## src/rtl/fetch_seq_pkg.sv

```systemverilog
// Shared types and helpers for the PC next-address sequencer.
package fetch_seq_pkg;

  typedef enum logic [1:0] {
    RUN   = 2'd0,
    FLUSH = 2'd1,
    HALT  = 2'd2
  } seq_state_t;

  localparam int unsigned PC_W = 64;

  // True when any of the low $clog2(bytes) address bits is set.
  function automatic logic misaligned(input logic [PC_W-1:0] addr,
                                      input int unsigned     bytes);
    logic r;
    r = 1'b0;
    for (int unsigned i = 0; i < PC_W; i++) begin
      if (((64'(1) << i) < 64'(bytes)) && addr[i]) begin
        r = 1'b1;
      end
    end
    return r;
  endfunction

endpackage

```

## src/rtl/fetch_sequencer.sv

```systemverilog
// Next-address controller for the program counter: sequential increment,
// stall hold, immediate or deferred branch redirect, halt and fault handling.
module fetch_sequencer
  import fetch_seq_pkg::*;
#(
  parameter int unsigned INSN_BYTES   = 4,
  parameter int unsigned FLUSH_CYCLES = 2
) (
  input  logic            clk,
  input  logic            reset,
  input  logic [PC_W-1:0] pc,
  input  logic            stall,
  input  logic            br_taken,
  input  logic [PC_W-1:0] br_target,
  input  logic            halt_req,
  input  logic            resume,
  output logic [PC_W-1:0] next_pc,
  output logic            fetch_valid,
  output logic            flush,
  output logic            fault,
  output logic            halted
);

  seq_state_t      r_state;
  logic            r_pend_v;
  logic [PC_W-1:0] r_pend_pc;
  logic [2:0]      r_flush_cnt;
  logic            r_fault;

  seq_state_t      w_state_nxt;
  logic            w_pend_v_nxt;
  logic [PC_W-1:0] w_pend_pc_nxt;
  logic [2:0]      w_cnt_nxt;
  logic            w_fault_nxt;
  logic [PC_W-1:0] w_next_pc;
  logic            w_apply;
  logic            w_bad;
  logic            w_br_bad;
  logic            w_pend_bad;

  // Next-PC selection, pending-redirect bookkeeping and FSM next state.
  always_comb begin
    w_next_pc     = pc + PC_W'(INSN_BYTES);
    w_state_nxt   = r_state;
    w_pend_v_nxt  = r_pend_v;
    w_pend_pc_nxt = r_pend_pc;
    w_cnt_nxt     = r_flush_cnt;
    w_fault_nxt   = r_fault;
    w_apply       = 1'b0;
    w_bad         = 1'b0;
    w_br_bad      = br_taken && misaligned(br_target, INSN_BYTES);
    w_pend_bad    = misaligned(r_pend_pc, INSN_BYTES);

    if ((r_state == HALT) || r_fault) begin
      w_next_pc = pc;
      // A faulted sequencer stays frozen until reset; resume is ignored.
      if (!r_fault) begin
        if (br_taken) begin
          if (w_br_bad) begin
            w_bad = 1'b1;
          end else begin
            w_pend_v_nxt  = 1'b1;
            w_pend_pc_nxt = br_target;
          end
        end
        if (resume && !halt_req) begin
          w_state_nxt = RUN;
        end
      end
    end else begin
      if (r_state == FLUSH) begin
        if (r_flush_cnt <= 3'd1) begin
          w_cnt_nxt   = '0;
          w_state_nxt = RUN;
        end else begin
          w_cnt_nxt = r_flush_cnt - 3'd1;
        end
      end

      if (stall) begin
        w_next_pc = pc;
        if (br_taken) begin
          if (w_br_bad) begin
            w_bad = 1'b1;
          end else begin
            w_pend_v_nxt  = 1'b1;
            w_pend_pc_nxt = br_target;
          end
        end
      end else if (br_taken) begin
        if (w_br_bad) begin
          w_bad     = 1'b1;
          w_next_pc = pc;
        end else begin
          w_next_pc    = br_target;
          w_pend_v_nxt = 1'b0;
          w_apply      = 1'b1;
        end
      end else if (r_pend_v) begin
        w_pend_v_nxt = 1'b0;
        if (w_pend_bad) begin
          w_bad     = 1'b1;
          w_next_pc = pc;
        end else begin
          w_next_pc = r_pend_pc;
          w_apply   = 1'b1;
        end
      end

      if (w_apply) begin
        w_state_nxt = FLUSH;
        w_cnt_nxt   = 3'(FLUSH_CYCLES);
      end
      // Halt overrides the redirect's state change but not its next_pc.
      if (halt_req) begin
        w_state_nxt = HALT;
        w_cnt_nxt   = '0;
      end
    end

    if (w_bad) begin
      w_fault_nxt = 1'b1;
      w_state_nxt = HALT;
      w_cnt_nxt   = '0;
    end
  end

  // Sequencer state registers.
  always_ff @(posedge clk or posedge reset) begin
    if (reset) begin
      r_state     <= RUN;
      r_pend_v    <= 1'b0;
      r_pend_pc   <= '0;
      r_flush_cnt <= '0;
      r_fault     <= 1'b0;
    end else begin
      r_state     <= w_state_nxt;
      r_pend_v    <= w_pend_v_nxt;
      r_pend_pc   <= w_pend_pc_nxt;
      r_flush_cnt <= w_cnt_nxt;
      r_fault     <= w_fault_nxt;
    end
  end

  assign next_pc     = w_next_pc;
  assign flush       = (r_state == FLUSH);
  assign halted      = (r_state == HALT);
  assign fault       = r_fault;
  assign fetch_valid = (r_state != HALT) && !stall && !r_fault;

endmodule
```

## config.mk

```make
export PLATFORM = sky130hd
export DESIGN_NAME = fetch_sequencer
export DESIGN_NICKNAME = d
export VERILOG_FILES = /design/src/rtl/fetch_seq_pkg.sv /design/src/rtl/fetch_sequencer.sv
export SDC_FILE = /design/constraint.sdc
export NUM_CORES = 1
export LEC_CHECK = 0
export BUFFER_PORTS_ARGS = -buffer_cell sky130_fd_sc_hd__buf_2
export CAP_MARGIN = 25
export CORE_MARGIN = 2
export CORE_UTILIZATION = 45
export DETAILED_ROUTE_END_ITERATION = 6
export HOLD_SLACK_MARGIN = 0.08
export PLACE_DENSITY = 0.73
export SLEW_MARGIN = 25
export SYNTH_ARGS = -nofsm -noshare
export SYNTH_HDL_FRONTEND = slang
export SYNTH_SLANG_ARGS = --single-unit
```

## constraint.sdc

```tcl
create_clock -name clk -period 3.1 [get_ports clk]
set_input_delay 0.62 -clock clk [delete_from_list [all_inputs] [get_ports clk]]
set_output_delay 0.62 -clock clk [all_outputs]
set_load 0.1 [all_outputs]
```

Word-level counts from Yosys, hierarchy flattened
Index checks and enable logic that the tools add are counted.
{ "op_classes": {"add_sub_neg": 2, "multipliers": 0, "n_div": 0, "n_lt_le_gt_ge": 1, "n_eq_ne": 8, "shift": 0, "n_mux": 50, "n_bitwise": 0, "n_reduce_logical": 16} }
{ "op_table": {"columns": ["operator", "count"], "rows": [
  ["64-bit two-way mux", 11],
  ["64-bit by 3-bit adder with 64-bit output (second input constant)", 1],
  ["1-bit two-way mux", 25],
  ["3-bit two-way mux", 6],
  ["2-bit two-way mux", 8],
  ["5-bit nonzero test", 2],
  ["2-bit != test (second input constant)", 3],
  ["2-bit AND reduction", 3],
  ["1-bit logical AND", 4],
  ["4-bit by 3-bit != test with 1-bit output (second input constant)", 1],
  ["4-bit AND reduction", 1],
  ["4-bit nonzero test", 1],
  ["3-bit by 1-bit less-or-equal comparator with 1-bit output (second input constant)", 1],
  ["1-bit zero test", 3],
  ["3-bit by 2-bit != test with 1-bit output (second input constant)", 1],
  ["3-bit != test (second input constant)", 1],
  ["3-bit by 1-bit subtractor with 3-bit output (second input constant)", 1],
  ["2-bit by 1-bit equality test with 1-bit output (second input constant)", 1],
  ["2-bit equality test (second input constant)", 1],
  ["2-bit nonzero test", 1],
  ["1-bit logical OR", 1]
]} }
{ "word_totals": {"ff_bits": 71, "latchBits": 0, "ram_bits": 0, "mem_bits_ro": 0, "input_bits": 134, "output_inout_bits": 68, "word_cells": 82, "memories": 0} }

Logic depth before layout (Yosys ltp)
Gate-level depths: netlist of the first run.
{ "depth": {"depth_word": 11, "ltp_mapped": 9, "mapped_depth_nobuf": 7} }

Worst setup path before layout of the first run
OpenSTA, ideal clock, no wires.
{ "synth_timing": {"path_type": "register to output", "start": "reg r_fault, in the netlist fault", "end": "out next_pc[17]", "t_arrival_ns": 5.713, "t_required_ns": 2.480, "slack_ns": -3.233, "path_stages_with_launch": 9, "path_buffers": 3, "cell_sequence": "dfrtp_1 clkbuf_1 nor2_1 nand2_1 inv_2 nand2_1 clkbuf_1 clkbuf_1 o311ai_0"} }
{ "synth_between": {"elab_chain_len": 2} }
{ "synth_lines": {"columns": ["item", "line_no", "source"], "rows": [
  ["start, declared", "fetch_sequencer.sv:28", "logic r_fault;"],
  ["start signal, assigned", "fetch_sequencer.sv:141", "r_fault <= w_fault_nxt;"],
  ["1-bit logical OR", "fetch_sequencer.sv:54", "if ((r_state == HALT) || r_fault) begin"],
  ["64-bit two-way mux", "fetch_sequencer.sv:54", null],
  ["end, declared", "fetch_sequencer.sv:17", "output logic [PC_W-1:0] next_pc,"]
]} }
No other way between the ends.

Worst setup path in the final report of the first run
{ "layout_timing": {"start": "in pc[13]", "end": "out next_pc[39]"} }
{ "layout_between": {"elab_chain_len": 5} }
{ "layout_lines": {"columns": ["item", "line_no", "source"], "rows": [
  ["start, declared", "fetch_sequencer.sv:11", "input logic [PC_W-1:0] pc,"],
  ["64-bit by 3-bit adder with 64-bit output", "fetch_sequencer.sv:43", "w_next_pc = pc + PC_W'(INSN_BYTES);"],
  ["64-bit two-way mux", "fetch_sequencer.sv:99", "end else if (r_pend_v) begin"],
  ["64-bit two-way mux", "fetch_sequencer.sv:90", "end else if (br_taken) begin"],
  ["64-bit two-way mux", "fetch_sequencer.sv:80", "if (stall) begin"],
  ["64-bit two-way mux", "fetch_sequencer.sv:54", null]
]} }
No other way between the ends.

==> results of run 1 <==
## cell usage in the layout (no fill, tap or decap), types with 6 or more instances in the layout
cell and count:
nand3_1 35, a21oi_1 46, nor2_1 32, xnor2_1 15
xnor2_2 7, o21ai_4 24, a222oi_1 7, o21ai_2 11
clkbuf_16 12, inv_1 13, a221oi_1 24, nand4_1 14
buf_12 62, dfrtp_1 69, nor3_4 10, nand2_1 124
a22oi_1 11, a221oi_2 6, a221o_1 7, o21ai_0 27
buf_2 128, buf_4 141, nor3_1 8, o211ai_1 8
xor2_1 10, buf_6 14, nor2_4 6, mux2_2 62
## timing repair
item,4_1_cts,5_1_grt
endpoints found under the setup margin,24,44
endpoints found under the hold margin,0,0
buffers inserted,3,21
pin swaps,10,38
hold buffers,0,0
gates resized for setup,25,91
## worst reg2reg max path, stage by stage, from the launching register on
cell and delay (ps):
dfrtp_2 550, buf_4 290, nor2b_1 210, nand2_1 140, o211a_1 250, a211o_1 370, o21bai_1 180, a21o_1 180
## per-layer routing
| metal | up-vias | global-route usage [%] | share of wire [%] |
|---|---|---|---|
| li1 | 3473 | - | - |
| met1 | 3824 | 45.0 | 38 |
| met2 | 512 | 55.7 | 48 |
| met3 | 110 | 6.27 | 9.0 |
| met4 | 0 | 15.4 | 4.2 |
| met5 | - | 0 | 0 |
## kinds of logic (layout without fill, tap and decap cells)
kind of cell,after synthesis,after routing
fa+ha+maj,3,3
xor+xnor,34,34
compound gates,211,211
buf+inv,65,384
simple gates,310,310
mux,63,63
flops,71,71
## path summary, 6_finish.rpt
check | startpoint | end | slack [ps]
max | pc[13] | next_pc[39] | -40
min | reset | r_pend_pc[44] | 420
max reg2reg | r_pend_v | r_flush_cnt[2] | 830
min reg2reg | r_pend_pc[38] | r_pend_pc[38] | 510
max in group asynchronous | reset | r_pend_pc[38] | 1810
min in group clk | r_pend_pc[38] | r_pend_pc[38] | 510
## registers in the layout, indices dropped and copies added (netlist names)
signal,flops
r_flush_cnt,3
fault,1
r_state,2
r_pend_pc,64
r_pend_v,1
## power groups by stage
stage	Sequential [mW]	Combinational, mW	Clock (mW)
after global placement	1.04	1.22	0
final	1.04	1.31	1.25
after global routing	1.04	1.37	1.28
after detailed placement	1.05	1.24	0
after CTS	1.03	1.26	1.25
after floorplan	1.03	0.719	0
## layout make-up
type / instances / area, µm²
clock inverters: 6 / 108
well taps: 176 / 220
fillers: 794 / 2510
inverters: 15 / 68.8
flip-flops and latches: 71 / 1780
multi-input cells: 621 / 5040
clock buffers: 10 / 239
repair buffers: 353 / 3230
==> impl_metrics.csv, run 1 <==
group,metric,value,unit
grt,grt_max_degree,66,
layout,nets,1208,
logic_synthesis,synth_xor_area_share,4.92,%
layout,stdcell_count,1252,
logic_synthesis,postSynthAreaPerCell,8.00,µm²
logic_synthesis,ys_warn_count,0,
worst_setup_path,start_kind,"input pin",
sta,fmax,318,MHz
logic_synthesis,syn-num-nets,894,
sta,period_share,101,%
placement,dp.cells,1212,
logic_synthesis,synth_top_family_by_area,"simple AND/OR/NAND/NOR gates",
layout,drive_gt1_share,53.3,%
worst_setup_path,path_max_fanout,4,
drt,ant_nets,0,
die,start_util,45.9,%
logic_synthesis,synth_ff_type,"dfrtp_1",
placement,post-place-ws,-136,ps
drt,drtIter0Drc,811,
logic_synthesis,ys_ff_latch,71,
worst_setup_path,path_common_cell,"buf_4",
placement,io_buffer_count,201,
logic_synthesis,ys_top_cells_by_area,"dfrtp_1, mux2_2, nand2_1, a221oi_1, o21ai_0",
power_and_ir_drop,total_power,3.60,mW
worst_setup_path,cp_slowest_cell,"a221o_2",
run,drv_cap,0,
sta,fin_tns_setup,-103,ps
sta,max_slew_margin,46.6,%
logic_synthesis,synth_compound_gate_area_share,23.0,%
clocking,h-tree-depth,3,
power_and_ir_drop,p_comb_share,36.4,%
status,status,"complete, but fails checks",
power_and_ir_drop,p_leak,4.73,nW
power_and_ir_drop,p_sw,1.30,mW
worst_setup_path,path_cells,"buf_2 > nand4_4 > nor4_4 > buf_4 > nand2_1 > buf_4 > nor3_1 > o21ai_0 > a221o_2 > buf_12",
status,violations,"DRC, setup timing",
logic_synthesis,yosysMostFrequentCell,"nand2_1",
sta,hold_viol,0,
power_and_ir_drop,peakVddDrop,0.209,mV
worst_setup_path,worstSetupEndpointType,"output port",
logic_synthesis,synth-edff-count,0,
logic_synthesis,synth-simple-area-share,26.1,%
logic_synthesis,syn_inst,757,
clocking,cts_root_buffer,"clkbuf_16",
power_and_ir_drop,switching_share,36.3,%
power_and_ir_drop,power.internal,2.29,mW
logic_synthesis,synthMuxAreaShare,11.7,%
power_and_ir_drop,seq_power_share,28.9,%
clocking,cts_buffers,9,
layout,area.growth.synth_to_final,76.4,%
worst_setup_path,cp.buffers_inverters,4,
logic_synthesis,yosysTopAreaCell,"dfrtp_1",
sta,clock_skew,3.65,ps
logic_synthesis,synth_area,6050,µm²
power_and_ir_drop,power_per_cell_area,337,nW/µm²
placement,dpl-instance-area,9570,µm²
sta,final_max_slew_viol_count,0,
sta,rsz0062_at_grt,"true",
die,dieHeight,120,µm
logic_synthesis,synthArstFlopShare,100,%
sta,report.final.setup_viol,5,
die,die-area,14400,µm²
grt,grt_pass1_wl,39600,µm
layout,n_antenna_cell,0,
logic_synthesis,synthTopCellsByCount,"nand2_1, dfrtp_1, mux2_2, o21ai_0, a21oi_1",
hold_path,hp-class,"input pin to async pin",
sta,setup_slack,-44.2,ps
worst_setup_path,worstPathRequired,2480,ps
drt,drc_errors,1,
placement,routabilityCongestion,0.951,
die,ioPinCount,202,
grt,antenna_found_initial,0,
clocking,cts.path.max_buffers,2,
layout,final_cell_area,10700,µm²
clocking,cts.sinks,71,
sta,timing.hold.ws,423,ps
grt,grt_pass1_vias,7764,
worst_setup_path,cp_slowest_stage_delay,380,ps
clocking,cts_tree,"done",
drt,via_per_inst,6.33,
drt,routedWlPerCell,20.7,µm
worst_setup_path,crit_type,"input pin to output port",
logic_synthesis,synth_top_area_share,29.4,%
clocking,insertion_delay,350,ps
worst_setup_path,crit_family,"simple AND/OR/NAND/NOR gates",
worst_setup_path,rr_worst_depth,7,
worst_setup_path,arrival,2520,ps
logic_synthesis,synthAdderAreaFrac,0.620,%
drt,num_vias,7919,
layout,final_util,81.0,%
power_and_ir_drop,clkPwrFrac,34.7,%
die,core_area,13200,µm²
worst_setup_path,path_depth,10,
grt,grt_usage,34.5,%
drt,wirelength,25900,µm
drt,drt-pass1-iter-count,7,
logic_synthesis,ys_types,62,
die,rows,42,
sta,worstMarginPinSlew,800,ps
clocking,clkSlewWorstSetupHoldPaths,60,ps
placement,hpwl,17600,µm
grt,grt-ovfl-total,0,
sta,period_minus_slack,3140,ps
die,dieWidth,120,µm
logic_synthesis,seq_area_frac_synth,29.4,%
Note: power is estimated with default switching activity, not from simulation.
==> run 2: changes to the inputs <==
--- a/config.mk
+++ b/config.mk
@@ -8,10 +8,11 @@
 export BUFFER_PORTS_ARGS = -buffer_cell sky130_fd_sc_hd__buf_2
 export CAP_MARGIN = 25
 export CORE_MARGIN = 2
-export CORE_UTILIZATION = 45
+export CORE_UTILIZATION = 55
 export DETAILED_ROUTE_END_ITERATION = 6
 export HOLD_SLACK_MARGIN = 0.08
-export PLACE_DENSITY = 0.73
+export PLACE_DENSITY = 0.86
+export SKIP_CTS_REPAIR_TIMING = 1
 export SLEW_MARGIN = 25
 export SYNTH_ARGS = -nofsm -noshare
 export SYNTH_HDL_FRONTEND = slang
==> constraint.sdc (replaced) <==
create_clock -name clk -period 3.7 [get_ports clk]
set_input_delay 0.74 -clock clk [delete_from_list [all_inputs] [get_ports clk]]
set_output_delay 0.74 -clock clk [all_outputs]
set_load 0.1 [all_outputs]
==> run 2 against run 1 <==
The flow finishes with violations (DRC). Register-to-register slack better by 420 ps. Clock skew is 6.6 ps higher. Combinational power is 28% lower. Flip-flop and latch count stayed put. Cell count is 12% lower. Hold slack better by 87 ps.
==> impl_metrics.csv, run 2 (same netlist as run 1, synthesis figures left out) <==
group,metric,value,unit
sta,hold_viol,0,
sta,timing.hold.ws,510,ps
power_and_ir_drop,power_per_cell_area,286,nW/µm²
sta,clock_skew,10.2,ps
worst_setup_path,cp.buffers_inverters,3,
clocking,h-tree-depth,3,
worst_setup_path,rrSetupSlack,1250,ps
status,violations,"DRC",
worst_setup_path,crit_type,"input pin to output port",
layout,top_regs,"r_pend_pc (64), r_flush_cnt (3), r_state (2)",
layout,ff_latch_area,1780,µm²
worst_setup_path,worstSetupEndpointType,"output port",
sta,fmax,275,MHz
drt,drc_errors,3,
layout,largest_reg_flops,64,
drt,num_vias,7352,
layout,multi_input_comb_area,4350,µm²
placement,io_buffer_count,201,
drt,routedWlPerCell,20.1,µm
layout,drive_gt1_share,40.4,%
drt,ant_nets,0,
layout,regMostFlops,"r_pend_pc",
sta,max_slew_margin,44.7,%
clocking,cts.sinks,71,
run,drv_cap,0,
drt,drt-pass1-iter-count,7,
sta,rsz0062_at_grt,"false",
worst_setup_path,start_kind,"input pin",
die,core_area,10800,µm²
grt,grt_pass1_wl,34900,µm
worst_setup_path,crit_family,"simple AND/OR/NAND/NOR gates",
clocking,insertion_delay,360,ps
worst_setup_path,cp_slowest_cell,"nor3_4",
power_and_ir_drop,p_leak,3.73,nW
layout,final_cell_mix,"buf_2, nand2_1, dfrtp_1, mux2_2, buf_12",
die,rows,38,
placement,dpl-instance-area,8420,µm²
drt,wirelength,22200,µm
sta,final_max_slew_viol_count,0,
clocking,cts_tree,"done",
layout,area.growth.synth_to_final,42.4,%
worst_setup_path,arrival,2900,ps
layout,final_cell_area,8620,µm²
clocking,cts.path.max_buffers,2,
worst_setup_path,path_max_fanout,12,
worst_setup_path,path_cells,"buf_2 > ha_4 > nand4_1 > nor3_4 > nand4_1 > buf_12 > o31a_1 > o311ai_1 > nand2_1 > buf_2",
die,ioPinCount,202,
clocking,clkSlewWorstSetupHoldPaths,90,ps
placement,routabilityCongestion,0.971,
layout,num-fill-cells,667,
worst_setup_path,cp_slowest_stage_delay,340,ps
grt,grt_max_degree,59,
sta,period_share,98.3,%
drt,via_per_inst,6.68,
sta,worstMarginPinSlew,829,ps
layout,n_antenna_cell,0,
die,dieWidth,109,µm
sta,report.final.setup_viol,0,
grt,antenna_found_initial,1,
status,status,"complete, but fails checks",
grt,grt_pass1_vias,7167,
clocking,cts_buffers,9,
hold_path,hp-class,"input pin to async pin",
layout,nets,1093,
placement,hpwl,15900,µm
clocking,cts_root_buffer,"clkbuf_8",
die,die-area,11900,µm²
worst_setup_path,worstPathRequired,2960,ps
layout,final_common_cell,"buf_2",
die,dieHeight,109,µm
die,start_util,56.1,%
drt,drtIter0Drc,969,
sta,period_minus_slack,3640,ps
power_and_ir_drop,peakVddDrop,0.212,mV
grt,grt_usage,37.3,%
grt,grt-ovfl-total,0,
run 2: changes by cell type in the layout (fill, tap and decap cells not counted), sizes merged:
cell,previous run,this run
buf,347,238
clkbuf,16,11
bufinv,3,1
clkinv,2,4
clkinvlp,1,0
run 2: final cells by class:
class	instances	share of cell area, %
Tap cell	140	2.03
Clock inverter	5	0.668
Clock buffer	11	1.64
Inverter	15	0.798
Multi-Input combinational cell	621	50.4
Timing Repair Buffer	238	23.8
Sequential cell	71	20.6
run 2: where the power goes:
group	internal (mW)	switching [mW]
clock network	0.331	0.337
registers	0.827	0.0366
logic	0.316	0.621
run 2: routing by layer:
metal  GRT usage (%)  share of wire, %
met1            48.3                38
met2            60.2                48
met3            7.89                11
met4            16.3               3.1
met5               0                 0
run 2: path summary, 6_finish.rpt:
path	start	endpoint	depth (start not counted)
min	reset	r_pend_pc[29]	2
max	pc[2]	next_pc[54]	10
min reg2reg	r_flush_cnt[1]	r_flush_cnt[1]	2
min in group clk	r_flush_cnt[1]	r_flush_cnt[1]	2
max reg2reg	r_pend_v	r_flush_cnt[2]	7
max in group asynchronous	reset	fault	3
run 2: through the flow:
step	utilization [%]	instances	total power, mW	TNS (ps)	setup WS [ps]
6_report	79.9	1101	2.47	0	62.2
5_1_grt	79.9	1101	2.55	0	2.94
4_1_cts	79.8	1101	2.45	0	72.1
3_5_place_dp	78.0	1085	1.80	0	115
3_3_place_gp	78.0	1085	1.78	0	159
2_1_floorplan	-	757	1.44	-1710	-422
